--- src/rtl/reg_bank.sv ---
// rtl/reg_bank.sv - memory-mapped control/status register bank behind the UART command parser
// Reads are answered one cycle later, with read-before-write ordering; the error counter saturates.
module reg_bank #(
   parameter int                                  WORD_WIDTH     = 8,
   parameter int                                  VALUE_WORDS    = 4,
   parameter int                                  NUM_CTRL       = 4,
   parameter int                                  NUM_STATUS     = 4,
   parameter logic [31:0]                         ID_VALUE       = 32'h5245_4731,
   parameter logic [VALUE_WORDS*WORD_WIDTH-1:0]   UNMAPPED_VALUE = '1
) (
   input  logic                                   clk,
   input  logic                                   i_reset_n,
   input  logic                                   i_w_en,
   input  logic [WORD_WIDTH-1:0]                  i_w_addr,
   input  logic [VALUE_WORDS*WORD_WIDTH-1:0]      i_w_data,
   input  logic                                   i_r_en,
   input  logic [WORD_WIDTH-1:0]                  i_r_addr,
   output logic [VALUE_WORDS*WORD_WIDTH-1:0]      o_r_data,
   output logic                                   o_r_valid,
   output logic [NUM_CTRL*VALUE_WORDS*WORD_WIDTH-1:0]   o_ctrl,
   input  logic [NUM_STATUS*VALUE_WORDS*WORD_WIDTH-1:0] i_status,
   output logic [VALUE_WORDS*WORD_WIDTH-1:0]      o_pulse
);

   localparam int DW = VALUE_WORDS * WORD_WIDTH;

   localparam logic [WORD_WIDTH-1:0] A_STATUS = WORD_WIDTH'(8'h40);
   localparam logic [WORD_WIDTH-1:0] A_PULSE  = WORD_WIDTH'(8'h80);
   localparam logic [WORD_WIDTH-1:0] A_ID     = WORD_WIDTH'(8'hF0);
   localparam logic [WORD_WIDTH-1:0] A_WCNT   = WORD_WIDTH'(8'hF1);
   localparam logic [WORD_WIDTH-1:0] A_ECNT   = WORD_WIDTH'(8'hF2);
   localparam logic [DW-1:0]         ID_DW    = DW'(ID_VALUE);

   logic [NUM_CTRL*DW-1:0] ctrl_q, ctrl_d;
   logic [DW-1:0]          pulse_q, pulse_d;
   logic [DW-1:0]          wcnt_q, wcnt_d;
   logic [DW-1:0]          ecnt_q, ecnt_d;
   logic [DW-1:0]          r_data_q, r_data_d;
   logic                   r_valid_q, r_valid_d;
   // Low during the first edge after reset release, so a read issued then is dropped.
   logic                   armed_q;

   logic                   w_ctrl, w_ok, w_err;
   logic                   r_fire, r_hit, r_err;
   logic [DW-1:0]          rd_val;
   logic [DW:0]            ecnt_sum;

   always_comb begin
      rd_val = UNMAPPED_VALUE;
      r_hit  = 1'b0;
      for (int k = 0; k < NUM_CTRL; k++) begin
         if (i_r_addr == WORD_WIDTH'(k)) begin
            rd_val = ctrl_q[k*DW +: DW];
            r_hit  = 1'b1;
         end
      end
      for (int k = 0; k < NUM_STATUS; k++) begin
         if (i_r_addr == A_STATUS + WORD_WIDTH'(k)) begin
            rd_val = i_status[k*DW +: DW];
            r_hit  = 1'b1;
         end
      end
      case (i_r_addr)
         A_PULSE: begin rd_val = '0;     r_hit = 1'b1; end
         A_ID:    begin rd_val = ID_DW;  r_hit = 1'b1; end
         A_WCNT:  begin rd_val = wcnt_q; r_hit = 1'b1; end
         A_ECNT:  begin rd_val = ecnt_q; r_hit = 1'b1; end
         default: ;
      endcase
   end

   always_comb begin
      ctrl_d = ctrl_q;
      w_ctrl = 1'b0;
      for (int k = 0; k < NUM_CTRL; k++) begin
         if (i_w_addr == WORD_WIDTH'(k)) begin
            w_ctrl = 1'b1;
            if (i_w_en) ctrl_d[k*DW +: DW] = i_w_data;
         end
      end
      w_ok  = w_ctrl || (i_w_addr == A_PULSE) || (i_w_addr == A_ECNT);
      w_err = i_w_en && !w_ok;

      r_fire = i_r_en && armed_q;
      r_err  = r_fire && !r_hit;

      pulse_d = (i_w_en && i_w_addr == A_PULSE) ? i_w_data : '0;
      wcnt_d  = wcnt_q + DW'(i_w_en && w_ok);

      // Up to two error events per cycle; clamp instead of wrapping.
      ecnt_sum = {1'b0, ecnt_q} + (DW+1)'(w_err) + (DW+1)'(r_err);
      if (i_w_en && i_w_addr == A_ECNT) begin
         ecnt_d = DW'(r_err);
      end else if (ecnt_sum[DW]) begin
         ecnt_d = '1;
      end else begin
         ecnt_d = ecnt_sum[DW-1:0];
      end

      r_valid_d = r_fire;
      r_data_d  = r_fire ? rd_val : r_data_q;
   end

   always_ff @(posedge clk or negedge i_reset_n) begin
      if (!i_reset_n) begin
         ctrl_q    <= '0;
         pulse_q   <= '0;
         wcnt_q    <= '0;
         ecnt_q    <= '0;
         r_data_q  <= '0;
         r_valid_q <= 1'b0;
         armed_q   <= 1'b0;
      end else begin
         ctrl_q    <= ctrl_d;
         pulse_q   <= pulse_d;
         wcnt_q    <= wcnt_d;
         ecnt_q    <= ecnt_d;
         r_data_q  <= r_data_d;
         r_valid_q <= r_valid_d;
         armed_q   <= 1'b1;
      end
   end

   assign o_ctrl    = ctrl_q;
   assign o_pulse   = pulse_q;
   assign o_r_data  = r_data_q;
   assign o_r_valid = r_valid_q;

endmodule

--- config.mk ---
export PLATFORM = sky130hd
export DESIGN_NAME = reg_bank
export DESIGN_NICKNAME = d
export VERILOG_FILES = /design/src/rtl/reg_bank.sv
export SDC_FILE = /design/constraint.sdc
export NUM_CORES = 1
export LEC_CHECK = 0
export ABC_AREA = 1
export CAP_MARGIN = 20
export CORE_MARGIN = 2
export CORE_UTILIZATION = 49
export CTS_CLUSTER_DIAMETER = 120
export DETAILED_ROUTE_END_ITERATION = 10
export GPL_ROUTABILITY_DRIVEN = 0
export PLACE_DENSITY = 0.81
export SLEW_MARGIN = 15
export SYNTH_ARGS = -nofsm -noshare
export SYNTH_HDL_FRONTEND = slang
export SYNTH_SLANG_ARGS = --single-unit
--- constraint.sdc ---
create_clock -name clk -period 3.7 [get_ports clk]
set_input_delay 0.555 -clock clk [delete_from_list [all_inputs] [get_ports clk]]
set_output_delay 0.555 -clock clk [all_outputs]
set_load 0.05 [all_outputs]
After elaboration in Yosys (flattened, before gate mapping)

Index checks and enable logic that the tools add are counted.

Add/sub/neg operators: 3
Eq/ne operators: 16
Multiplexer cells: 25
Reduce and logical (&&, ||, !) cells: 17

Operators with widths:

| operator                                                         | count |
|---|---|
| 32-bit 2-to-1 mux                                                | 11 |
| 32-bit one-hot mux with 4 select lines                           | 1 |
| 8-bit == test (second input constant)                            | 6 |
| 32-bit by 1-bit adder with 33-bit output                         | 1 |
| 33-bit by 1-bit adder with 33-bit output                         | 1 |
| 32-bit by 1-bit adder with 32-bit output                         | 1 |
| 8-bit by 2-bit == test with 1-bit output (second input constant) | 4 |
| 8-bit by 7-bit == test with 1-bit output (second input constant) | 4 |
| 8-bit by 1-bit == test with 1-bit output (second input constant) | 2 |
| 8-bit logical NOT                                                | 2 |
| 1-bit 2-to-1 mux                                                 | 13 |
| 2-bit AND reduction                                              | 4 |
| 1-bit logical AND                                                | 6 |
| 4-bit OR reduction                                               | 1 |
| 1-bit logical NOT                                                | 2 |
| 1-bit logical OR                                                 | 2 |

Register bits: 258
Input bits: 180
Output and inout port bits: 193

Longest topological paths before layout

Gate-level depths: netlist (run 1).

Depth after elaboration: 15
Mapped depth: 20
Mapped depth without buffers: 20

Worst setup path before layout (run 1)

OpenSTA, ideal clock, no wires.

Path kind: input to register
From: input port i_r_addr[3]
To: register ecnt_q[19]
Library setup time: 0.063 ns
Data arrival time: 3.034 ns
Setup slack: 0.604 ns
Stages: 19
Path buffers: 1
Cells stage by stage: nor2_2 nand3_1 inv_1 nand2_1 nand3_2 nor4_1 fa_1 ha_1 nand2_1 nor2_4 nand2_4 nor2_4 inv_2 nor3_4 inv_4 buf_6 o21ai_1 nand2_1 inv_1

Word-level cells in the longest chain between the ends: 15
Elaborated cells on any way between the ends: 27

Ends and longest elaborated chain:

| item                                         | line | RTL |
|---|---|---|
| start: declaration                           | 17   | `input logic [WORD_WIDTH-1:0] i_r_addr,` |
| 8-bit logical NOT                            | 52   | `if (i_r_addr == WORD_WIDTH'(k)) begin` |
| 1-bit 2-to-1 mux (4 in a row)                | 52   |  |
| 1-bit 2-to-1 mux (4 in a row)                | 58   | `if (i_r_addr == A_STATUS + WORD_WIDTH'(k)) begin` |
| 1-bit 2-to-1 mux (*)                         | 63   | `case (i_r_addr)` |
| 1-bit logical NOT (*)                        | 85   | `r_err = r_fire && !r_hit;` |
| 1-bit logical AND (*)                        | 85   |  |
| 33-bit by 1-bit adder with 33-bit output (*) | 91   | `ecnt_sum = {1'b0, ecnt_q} + (DW+1)'(w_err) + (DW+1)'(r_err);` |
| 32-bit 2-to-1 mux (*)                        | 94   | `end else if (ecnt_sum[DW]) begin` |
| 32-bit 2-to-1 mux (*)                        | 92   | `if (i_w_en && i_w_addr == A_ECNT) begin` |
| via ecnt_d[19]                               | 37   | `logic [DW-1:0] ecnt_q, ecnt_d;` |
| end signal: assignment                       | 117  | `ecnt_q <= ecnt_d;` |
| end: declaration                             | 37   |  |

The timed path passes the listed nets; every way through them passes the cells marked *.
A chain may end at the register's enable or synchronous reset.

Worst setup path after layout (run 1)

From: input port i_r_addr[3]
To: register ecnt_q[24]

Same word-level chain as after synthesis.

==> results of run 1 <==
==> flip-flops by register name, indices dropped and copies added, names as in the netlist <==
name       cells
armed_q        1
ecnt_q        32
o_ctrl       128
o_pulse       32
o_r_data      32
o_r_valid      1
wcnt_q        32
==> synth_stat cells, drive strengths merged <==
master	number	share of area, %
xor2	32	2.1
ha	3	0.28
conb	1	0.028
a31oi	11	0.89
clkbuf	58	1.6
dfrtp	258	48
a311oi	4	0.26
nand2	359	10
nor4	9	0.42
nor3	68	2.7
or2	68	3.2
nor3b	2	0.11
inv	191	5.4
xnor2	3	0.20
nand3	106	4.1
a21oi	49	1.9
o31ai	3	0.17
o21ai	189	7.1
a21boi	1	0.056
fa	1	0.15
buf	17	0.74
nor2	273	7.9
o22ai	1	0.047
nand3b	2	0.11
a211oi	10	0.56
o211ai	7	0.39
nand4	25	1.2
==> per-stage QoR <==
stage / power, mW / utilization (%) / hold WS, ns / worst slack [ns] / area, um^2
global placement: 4.26 / 65.8 / 0.454 / 0.166 / 17700
CTS: 7.13 / 69.3 / 0.000296 / 0.510 / 18600
finish: 7.12 / 69.3 / -0.0400 / 0.428 / 18600
floorplan: 3.68 / - / 0.259 / 0.604 / 13400
global route: 7.35 / 69.3 / 0.0246 / 0.242 / 18600
detailed placement: 4.28 / 65.8 / 0.462 / -0.0458 / 17700
==> worst register-to-register path: stages (launching register included) <==
cell,delay (ns)
dfrtp_1,0.32
nand2_1,0.09
inv_1,0.19
o211ai_1,0.13
nor4_1,0.33
buf_4,0.19
fa_1,0.21
ha_1,0.18
nand2_1,0.10
nor2_4,0.14
nand2_4,0.09
inv_1,0.06
nand2_1,0.09
nor2_1,0.13
nand3_1,0.12
nor2_1,0.18
nand3_1,0.11
o211ai_1,0.11
inv_1,0.06
==> cells by family after synthesis <==
family	share of synthesized area, %
xor+xnor	2.29
simple gates	30.0
compound gates	11.4
fa+ha+maj	0.430
flops	48.2
buf+inv	7.73
other cells	0.0280
==> power breakdown <==
group | internal [mW] | switching, mW | leakage, nW
registers | 2.96 | 0.138 | 3.29
logic | 0.450 | 0.702 | 4.76
clock network | 1.69 | 1.19 | 0.466
total | 5.09 | 2.03 | 8.52
==> cell type report <==
type                            count  area share, %
Antenna cell                        2         0.0269
Sequential cell                   258           34.6
Inverter                          191           3.86
Clock buffer                       40           4.43
Tap cell                          341           2.29
Timing Repair Buffer              423           22.3
Multi-Input combinational cell   1227           31.8
Clock inverter                     11          0.651
==> worst paths after layout <==
check	from	end	slack (ns)	depth (start not counted)
hold / removal	i_reset_n	o_r_data[8]	-0.04	1
min in group clk	wcnt_q[16]	wcnt_q[16]	0.47	1
setup reg to reg	armed_q	ecnt_q[24]	0.76	18
setup / recovery	i_r_addr[3]	ecnt_q[24]	0.43	21
hold reg to reg	wcnt_q[16]	wcnt_q[16]	0.47	1
max in group asynchronous	i_reset_n	o_ctrl[31]	2.79	2
==> routing by layer <==
metal  routed length (um)  share of wire (%)  global-route usage, %
met1                20000                 38                   46.1
met2                24100                 46                   57.6
met3                 5540                 11                   10.2
met4                 2310                4.4                   13.2
met5                   95               0.18                      0
==> out/qor.csv, run 1 <==
metric,value,unit
status,"complete, but fails checks",
failing checks,negative hold slack,
number of fill cells,2155,
cts bufs inserted,28,
clock latency on the worst-skew pair,0.56,ns
element type at the critical path end,flop,
synth warn,0,
number of global-route vias before repair,13600,
Total Nets Final,2313,
routed wire length,52000,um
sum of negative setup slack,0,ns
Tmin final,3.27,ns
# rows,60,
Syn Nets,1935,
max_cap viols,0,
sequential area share after synthesis,48.2,%
CP max FO,4,
gr ovfl total,0,
largest net degree at the start of global routing,98,
full die area,0.0287,mm^2
fmax,306,MHz
Bufs and invs on worst path,5,
core area,0.0269,mm^2
CP Launch Type,input pin,
CTS tree,built,
Via density,5.66,
Hold WS,-0.0400,ns
"Hold-fix buffers, CTS",0,
Max stage delay on crit path,0.57,ns
Port Buf Inserts,372,
IO Pins,373,
"commonest non-fill, non-tap cell in the layout",clkdlybuf4s50_1,
"Slew Viols, Final",0,
unrepaired setup endpoints after global routing,no,
Gate Count Post-Synth,1751,
Slew @ Worst Pin,0.842,ns
Final Cycle Share,88.4,%
WP data required,4.13,ns
Yosys reg bits,258,
CP arrival,3.70,ns
htree depth,1,
dpl cells,2440,
Tot GR Track Use,35.8,%
First-pass DRT Iterations,8,
# DRC,0,
chip height,169,um
crit-path cells,clkdlybuf4s50_1 -> nor2_2 -> nand3_1 -> inv_1 -> nand2_1 -> nand2_1 -> nor4_1 -> buf_4 -> fa_1 -> ha_1 -> nand2_1 -> nor2_4 -> nand2_4 -> inv_1 -> nand2_1 -> nor2_1 -> nand3_1 -> nor2_1 -> nand3_1 -> o211ai_1 -> inv_1,
worst vdd ir,0.334,mV
share of cells above drive strength 1,9.40,%
initial drt markers,1873,
area delta synth->final,39.1,%
CTS Root Cell,clkbuf_16,
clock skew,0.0252,ns
first-pass GRT wire length,78700,um
setup violators final,0,
number of distinct library cells after synthesis,45,
WS Path Type,input pin to flop,
Worst-path clk slew,0.06,ns
Avg WL per Cell,20.9,um
most frequent cells in the layout,"371 x clkdlybuf4s50_1, 351 x nand2_1, 264 x nor2_1",
Crit path max-delay family,simple AND/OR/NAND/NOR gates,
total number of vias,14100,
quantity of gates resized following cts,0,
Hold Crit Class,input pin to asynchronous set/reset pin,
Pwr Density,382,mW/mm^2
most frequent CP cell,nand2_1,
Die X,169,um
area of the multi-input gates,0.00592,mm^2
Post-Syn Area,0.0134,mm^2
setup bufs post-CTS,0,
Final Non-Filler Cells,2493,
DP Wirelength,38400,um
final hold viol count,31,
Rel. slew slack,43.8,%
clock sink total,258,
initial antenna violation count,5,
antenna-violating nets left,0,
leak pwr,8.52,nW
Clock Tree Buf Depth,3,
Initial Utilization,49.8,%
"Avg Cell Area, Syn",7.65,um^2
slowest CP cell,clkdlybuf4s50_1,
Seq. cell area,0.00646,mm^2
Note: power is estimated with default switching activity, not from simulation.
==> inputs of run 2 (changes only) <==
Settings changed: CAP_MARGIN 20 to 30.
==> results of run 2 <==
The final DEF is identical to that of run 1; final timing and power are the same.
==> inputs of run 3 (changes only) <==
Settings changed: CAP_MARGIN 30 to not set, RECOVER_POWER set to 100.
==> run 3 against run 2 <==
Against the previous run:
- sequential cell count is the same
- total power shrank 0.52%
- sequential power is essentially flat
- count of clock-buffer cells in the layout is the same
- clock skew shrank 0.0020 ns
- the run ends with max-capacitance violations, max-slew violations left
- maximum frequency shrank 3.4%
- critical endpoint is now ecnt_q[8]
- critical path type unchanged
==> out/qor.csv, run 3 (synthesis gave the netlist of run 1 again) <==
metric,value,unit,change
initial antenna violation count,5,,unchanged
WS Path Type,input pin to flop,,
Rel. slew slack,-24.1,%,-68 points
Tot GR Track Use,35.8,%,unchanged
Via density,5.68,,+0.35%
total number of vias,14200,,+0.35%
antenna-violating nets left,0,,unchanged
First-pass DRT Iterations,6,,-2
clock latency on the worst-skew pair,0.56,ns,about the same
Initial Utilization,49.8,%,unchanged
clock sink total,258,,unchanged
Final Cycle Share,91.5,%,+3.1 points
max_cap viols,2,,+2
Avg WL per Cell,20.8,um,-0.19%
Placed Area,0.0177,mm^2,unchanged
"commonest non-fill, non-tap cell in the layout",nand2_1,,
# DRC,0,,unchanged
CP max FO,15,,+11
dpl cells,2440,,unchanged
number of global-route vias before repair,13600,,unchanged
gr ovfl total,0,,unchanged
IO Pins,373,,unchanged
Worst-path clk slew,0.06,ns,about the same
clock skew,0.0232,ns,-0.00200 ns
fmax,295,MHz,-3.4%
max reg flops,128,,unchanged
"Slew Viols, Final",109,,+109
# rows,60,,unchanged
Final Non-Filler Cells,2493,,unchanged
full die area,0.0287,mm^2,unchanged
quantity of gates resized following cts,0,,unchanged
largest net degree at the start of global routing,98,,unchanged
initial drt markers,1739,,-7.2%
element type at the critical path end,flop,,
Total Nets Final,2313,,unchanged
Bufs and invs on worst path,6,,+1
CP arrival,3.85,ns,+0.15 ns
Hold Crit Class,flop to flop,,
slowest CP cell,dlygate4sd3_1,,
chip height,169,um,unchanged
crit-path cells,dlygate4sd3_1 -> nor2_1 -> nand3_1 -> inv_1 -> nand2_1 -> nand2_1 -> nor4_1 -> buf_4 -> fa_1 -> ha_1 -> nand2_1 -> nor2_4 -> nand2_4 -> nor2_1 -> inv_1 -> nor3_4 -> inv_4 -> buf_12 -> a31oi_2,,
Crit path max-delay family,simple AND/OR/NAND/NOR gates,,
WP data required,4.16,ns,+0.03 ns
setup bufs post-CTS,0,,unchanged
htree depth,1,,unchanged
number of fill cells,2180,,+1.2%
"Hold-fix buffers, CTS",0,,unchanged
setup violators final,0,,unchanged
Slew @ Worst Pin,1.86,ns,+1.02 ns
Tmin final,3.39,ns,+0.114 ns
CTS Root Cell,clkbuf_16,,
Port Buf Inserts,372,,unchanged
final hold viol count,0,,-100%
routed wire length,51900,um,-0.19%
Max stage delay on crit path,0.63,ns,+0.06 ns
CP Launch Type,input pin,,
leak pwr,8.91,nW,+4.5%
"Design Area, Final",0.0185,mm^2,-0.62%
cts bufs inserted,28,,unchanged
DP Wirelength,38400,um,unchanged
most frequent CP cell,nand2_1,,
Die X,169,um,unchanged
share of cells above drive strength 1,8.56,%,-0.84 points
CTS tree,built,,
sum of negative setup slack,0,ns,unchanged
core area,0.0269,mm^2,unchanged
most frequent cells in the layout,"351 x nand2_1, 267 x nor2_1, 258 x dfrtp_1",,
worst vdd ir,0.330,mV,-1.0%
first-pass GRT wire length,78700,um,unchanged
failing checks,"max-capacitance violations, max-slew violations",,
Pwr Density,382,mW/mm^2,+0.10%
status,"complete, but fails checks",,
area delta synth->final,38.3,%,
Clock Tree Buf Depth,3,,unchanged
unrepaired setup endpoints after global routing,no,,
[run 3: cell types whose count changed in the layout (fill, tap and decap cells not counted), moves of 4 or more]
cell             before  now
o21ai_0             182  187
o21ai_1               5    0
nand3_2               7    2
clkdlybuf4s50_1     371  174
buf_4                47   33
clkbuf_4              0    4
clkbuf_1              4   12
dlygate4sd3_1         0  197
nand3_1              99  104
clkbuf_2              0    5
[run 3: final cells by class]
| cell class | count | area, um^2 | share of cell area, % |
|---|---|---|---|
| Multi-Input combinational cell | 1227 | 5880 | 31.8 |
| Tap cell | 341 | 427 | 2.30 |
| Clock inverter | 11 | 121 | 0.655 |
| Timing Repair Buffer | 423 | 4090 | 22.1 |
| Inverter | 191 | 719 | 3.88 |
| Clock buffer | 40 | 826 | 4.46 |
| Antenna cell | 2 | 5.00 | 0.0270 |
| Sequential cell | 258 | 6460 | 34.9 |
[run 3: through the flow]
| step | hold WS (ns) | setup WS, ns | util, % | total power [mW] |
|---|---|---|---|---|
| 2_1_floorplan | 0.259 | 0.604 | - | 3.68 |
| 3_3_place_gp | 0.454 | 0.166 | 65.8 | 4.26 |
| 3_5_place_dp | 0.462 | -0.0458 | 65.8 | 4.28 |
| 4_1_cts | 0.000296 | 0.510 | 69.3 | 7.13 |
| 5_1_grt | 0.495 | 0.129 | 68.9 | 7.30 |
| 6_report | 0.470 | 0.315 | 68.9 | 7.08 |
[run 3: worst paths after layout]
path / startpoint / end / slack [ns] / depth (start not counted)
worst max-delay path: i_r_addr[2] / ecnt_q[8] / 0.31 / 19
worst min register to register: wcnt_q[16] / wcnt_q[16] / 0.47 / 1
worst min-delay path: wcnt_q[16] / wcnt_q[16] / 0.47 / 1
max in group asynchronous: i_reset_n / o_ctrl[79] / 0.85 / 2
worst max register to register: armed_q / ecnt_q[8] / 0.74 / 16
min in group asynchronous: i_reset_n / o_r_data[8] / 0.48 / 1
[run 3: routing by layer]
layer	global-route usage, %	vias up	share of wire [%]
li1	-	6372	-
met1	46.1	6784	38
met2	57.6	842	46
met3	10.2	156	11
met4	13.2	8	4.6
met5	0	-	0.20
[run 3: where the power goes]
group	switching, mW	internal [mW]
Combinational	0.699	0.413
Clock	1.19	1.69
Sequential	0.135	2.96
Total	2.03	5.06
